==> src/rtl/parking_request_queue.sv <==
// parking_request_queue
//   Front-end request buffer for the parking lot controller. It samples the
//   raw user inputs each cycle and validates every request (the plate must be
//   non-zero BCD, and exactly one direction strobe must be set). Accepted
//   requests go into a DEPTH-entry FIFO. The head entry is offered to the
//   controller over a valid/ready handshake.
//
//   Optional build macro: PARKING_QUEUE_DEDUP_EN. When it is defined, a request
//   whose plate and direction match an occupied entry is rejected as a
//   duplicate. The duplicate check takes priority over the full check.
//
// Ports
//   clock, reset          : rising-edge clock; synchronous active-high reset
//   license_plate         : raw plate, PLATE_W/4 BCD digits, MSB digit first
//   in_mode / out_mode    : one-cycle entry / exit request strobes
//   req_ready             : controller accepts the head entry this cycle
//   req_valid             : head entry available (queue not empty)
//   req_plate / req_out   : head plate and direction (0 = in, 1 = out);
//                           both are 0 while the queue is empty
//   count / full / empty  : occupancy
//   reject                : one-cycle pulse, invalid or duplicate request dropped
//   overflow              : one-cycle pulse, valid request dropped on full queue
//   drop_cnt              : saturating count of overflow events
module parking_request_queue #(
  parameter int DEPTH   = 4,
  parameter int PLATE_W = 16
) (
  input  logic                     clock,
  input  logic                     reset,
  input  logic [PLATE_W-1:0]       license_plate,
  input  logic                     in_mode,
  input  logic                     out_mode,
  input  logic                     req_ready,
  output logic                     req_valid,
  output logic [PLATE_W-1:0]       req_plate,
  output logic                     req_out,
  output logic [$clog2(DEPTH):0]   count,
  output logic                     full,
  output logic                     empty,
  output logic                     reject,
  output logic                     overflow,
  output logic [7:0]               drop_cnt
);

  localparam int PTR_W = $clog2(DEPTH);
  localparam int CNT_W = PTR_W + 1;
  localparam int NIB   = PLATE_W / 4;

  logic [PLATE_W-1:0] plate_q [DEPTH];
  logic               dir_q   [DEPTH];

  logic [PTR_W-1:0] wptr_q, wptr_d, rptr_q, rptr_d;
  logic [CNT_W-1:0] count_q, count_d;
  logic             reject_q, reject_d, overflow_q, overflow_d;
  logic [7:0]       drop_q, drop_d;

  logic present, plate_bad, invalid, dup, pop, push, full_w, empty_w;

  assign present = in_mode | out_mode;
  assign full_w  = (count_q == CNT_W'(DEPTH));
  assign empty_w = (count_q == '0);
  assign pop     = !empty_w && req_ready;

  always_comb begin
    plate_bad = (license_plate == '0);
    for (int unsigned i = 0; i < NIB; i++) begin
      if (license_plate[4*i +: 4] > 4'd9) plate_bad = 1'b1;
    end
  end

  assign invalid = (in_mode & out_mode) | plate_bad;

`ifdef PARKING_QUEUE_DEDUP_EN
  logic [PTR_W-1:0] dup_idx;

  // Walk the occupied entries from the head. The head still counts when it
  // is popping in this same cycle.
  always_comb begin
    dup     = 1'b0;
    dup_idx = '0;
    for (int unsigned k = 0; k < DEPTH; k++) begin
      dup_idx = rptr_q + PTR_W'(k);
      if ((CNT_W'(k) < count_q) && (plate_q[dup_idx] == license_plate) &&
          (dir_q[dup_idx] == out_mode)) begin
        dup = 1'b1;
      end
    end
  end
`else
  assign dup = 1'b0;
`endif

  always_comb begin
    reject_d   = 1'b0;
    overflow_d = 1'b0;
    push       = 1'b0;
    drop_d     = drop_q;
    if (present) begin
      if (invalid || dup) begin
        reject_d = 1'b1;
      end else if (!full_w || pop) begin
        push = 1'b1;
      end else begin
        overflow_d = 1'b1;
        if (drop_q != 8'hFF) drop_d = drop_q + 8'd1;
      end
    end
    wptr_d  = push ? wptr_q + PTR_W'(1) : wptr_q;
    rptr_d  = pop  ? rptr_q + PTR_W'(1) : rptr_q;
    count_d = count_q;
    if (push && !pop)      count_d = count_q + CNT_W'(1);
    else if (pop && !push) count_d = count_q - CNT_W'(1);
  end

  always_ff @(posedge clock) begin
    if (reset) begin
      wptr_q     <= '0;
      rptr_q     <= '0;
      count_q    <= '0;
      reject_q   <= 1'b0;
      overflow_q <= 1'b0;
      drop_q     <= '0;
    end else begin
      wptr_q     <= wptr_d;
      rptr_q     <= rptr_d;
      count_q    <= count_d;
      reject_q   <= reject_d;
      overflow_q <= overflow_d;
      drop_q     <= drop_d;
    end
  end

  // Storage is not reset. Stale data is never visible because the head
  // outputs are forced to zero while the queue is empty.
  always_ff @(posedge clock) begin
    if (!reset && push) begin
      plate_q[wptr_q] <= license_plate;
      dir_q[wptr_q]   <= out_mode;
    end
  end

  assign req_valid = !empty_w;
  assign req_plate = empty_w ? '0 : plate_q[rptr_q];
  assign req_out   = empty_w ? 1'b0 : dir_q[rptr_q];
  assign count     = count_q;
  assign full      = full_w;
  assign empty     = empty_w;
  assign reject    = reject_q;
  assign overflow  = overflow_q;
  assign drop_cnt  = drop_q;

endmodule

==> config.mk <==
export PLATFORM = sky130hd
export DESIGN_NAME = parking_request_queue
export DESIGN_NICKNAME = d
export VERILOG_FILES = /design/src/rtl/parking_request_queue.sv
export SDC_FILE = /design/constraint.sdc
export NUM_CORES = 1
export LEC_CHECK = 0
export CAP_MARGIN = 30
export CELL_PAD_IN_SITES_DETAIL_PLACEMENT = 1
export CELL_PAD_IN_SITES_GLOBAL_PLACEMENT = 2
export CORE_MARGIN = 4
export CORE_UTILIZATION = 25
export CTS_BUF_LIST = sky130_fd_sc_hd__clkbuf_16
export DETAILED_ROUTE_END_ITERATION = 8
export PLACE_DENSITY = 0.65
export SLEW_MARGIN = 20
export SYNTH_ARGS = -nofsm -noshare
export SYNTH_HDL_FRONTEND = slang
export SYNTH_SLANG_ARGS = --single-unit
export TNS_END_PERCENT = 5
==> constraint.sdc <==
create_clock -name clock -period 4.3 [get_ports clock]
set_input_delay 0.43 -clock clock [delete_from_list [all_inputs] [get_ports clock]]
set_output_delay 0.43 -clock clock [all_outputs]
set_load 0.02 [all_outputs]
==> flow_summary.yaml <==
synthesis:
  syn-num-nets: 259
  synthSimpleGateAreaFrac: 0.123
  seq_area_frac_synth: 0.670
  async_flop_share: 0
  yosys_warnings: 0
  synthMuxAreaShare: 0.122
  synth_compound_area_frac: 0.0315
  avgSynthCellArea_um2: 15.6
  synth_top_family_by_area: "simple AND/OR/NAND/NOR gates"
  synth-xor-area-share: 0.00970
  synth_edf_count: 68
  synthFlopType: "edfxtp_1"
  ys_ff_latch: 87
  netlist_area_mm2: 0.00361
  yosysUniqueCellTypes: 36
  syn_inst: 231
  synth_fa_ha_area_frac: 0.0263
cts:
  cts_hold_buf: 0
  h-tree-depth: 3
  clock-sinks: 87
  cts_tree: "done"
  numCtsBuffers: 9
  cts_root_buf: "clkbuf_16"
  cts_setup_buffers: 0
  path_clk_slew_ns: 0.07
  clock_latency_ns: 0.33
  post_cts_resized: 0
  clk_path_buf_depth: 2
global_routing:
  grt_pass1_wl_um: 12600
  grt.total_usage: 0.0993
  grt_max_degree: 24
  antenna_found_initial: 1
  overflow: 0
  grt_pass1_vias: 2287
routing:
  drt_wl_total_um: 7910
  vias: 2115
  ant_nets: 0
  via_per_inst: 4.45
  drc: 0
  drt_iter0_drc: 119
  dr.pass1.iters: 4
  wl_per_cell_um: 16.6
layout:
  diodes: 0
  syn2layout_area_growth_pct: 28.5
  fill_cells: 1453
  drive_gt1_frac: 0.142
  seqCellArea_mm2: 0.00242
  layout.cells.non_filler: 475
  final_common_cell: "edfxtp_1"
  finalCoreUtilization: 0.331
  multi_input_area_mm2: 0.00113
  design.final.nets: 318
  final_cell_mix: "edfxtp_1, clkdlybuf4s50_1, and2_1"
die:
  die_area_mm2: 0.0164
  core.rowCount: 43
  dieHeight_um: 128
  core-area_mm2: 0.0140
  initial_utilization: 0.257
  io_pins: 54
  die_width_um: 128
critical_path:
  worstPathRequired_ns: 4.26
  arrival_ns: 2.90
  cp-end-kind: "flop"
  crit_path_max_fanout: 17
  startpoint_type: "input pin"
  worstSetupPathType: "in -> reg"
sta:
  rsz0062_at_grt: "false"
  max-slew-margin-rel: 0.402
  fin_skew_ns: 0.00442
  finalHoldViolations: 0
  finalSetupViolCount: 0
  setup_tns_ns: 0
  slew_violations: 0
  tightest_slew_ns: 0.897
  period_share: 0.684
  fmax_mhz: 340
  period_minus_slack_ns: 2.94
run:
  maxCapViolCount: 0
place:
  dp_hpwl_um: 5320
  gp_congestion: 0.709
  dp_cells: 458
  port_buffers: 53
min_path:
  min-delay-path-class: "reg -> reg"
pwr:
  ir_drop_uv: 221
  p_leak_nw: 1.49
  powerDensity_mw_per_mm2: 531
run_status:
  status: "finished, final reports clean"
## stage by stage
stage                     instance area [um^2]  power (mW)  worst slack [ns]  hold slack (ns)
after global placement                    4350        1.77              1.07            0.503
after floorplan                           3610        1.42              2.02            0.485
after global routing                      4640        2.59              1.03            0.552
after detailed placement                  4350        1.77             0.943            0.499
final                                     4640        2.47              1.36            0.506
after CTS                                 4630        2.51              1.29            0.511
## power by group
group          internal [mW]  total (mW)  switching, mW
clock                  0.398       0.732          0.335
combinational          0.373       0.764          0.391
sequential             0.933       0.970         0.0378
total                   1.70        2.47          0.763
## worst max-delay path, cell delays in order
cell             delay [ns]
clkdlybuf4s50_1        0.53
o21a_1                 0.24
a21oi_1                0.20
nand3_1                0.25
nor4_1                 0.45
and2_1                 0.80
## flip-flops by register name, indices dropped and copies added (netlist names), named ones only
| signal | cells |
|---|---|
| overflow | 1 |
| dir_q | 4 |
| drop_cnt | 8 |
| plate_q | 64 |
| rptr_q | 2 |
| reject | 1 |
| count | 3 |
| wptr_q | 2 |
## area by class of cell
type	count	area share
Multi-Input combinational cell	128	0.243
Inverter	8	0.00647
Sequential cell	87	0.522
Clock buffer	9	0.0485
Clock inverter	7	0.0119
Timing Repair Buffer	56	0.120
Tap cell	180	0.0485
## final timing paths
kind / startpoint / end / slack, ns / cells past startpoint
worst max-delay path: license_plate[2] / plate_q[2][0] / 1.36 / 6
worst min-delay path: drop_cnt[4] / drop_cnt[4] / 0.51 / 2
worst max register to register: count[0] / count[2] / 1.66 / 8
worst min register to register: drop_cnt[4] / drop_cnt[4] / 0.51 / 2
## logic make-up after synthesis
group	Yosys count
and+or+nand+nor	74
buffers and inverters	16
xor gates and xnor gates	4
AOI/OAI and AO/OA	21
muxes	22
DFF	87
adders and majority gates	7
## synth_stat cells (all sizes together), types with 2 or more instances
cell / instances / share of area
edfxtp: 68 / 0.57
and2: 22 / 0.038
dfxtp: 19 / 0.11
mux4: 17 / 0.11
nor2: 13 / 0.014
o21ai: 10 / 0.014
a21oi: 8 / 0.011
inv: 8 / 0.0083
nor4: 8 / 0.014
ha: 6 / 0.021
nand4: 6 / 0.012
clkbuf: 5 / 0.0052
nor2b: 5 / 0.0087
or3: 5 / 0.0087
mux2: 4 / 0.014
nand2: 4 / 0.0042
nand3: 4 / 0.0055
xor2: 4 / 0.0097
buf: 3 / 0.0038
and3: 2 / 0.0048
nor3b: 2 / 0.0055
## metal layers
metal / global-route usage / routed length, um
met1: 0.137 / 3990
met2: 0.147 / 3330
met3: 0.0350 / 469
met4: 0.0300 / 102
met5: 0 / 12
No activity file was read; power rests on OpenSTA's default activity.
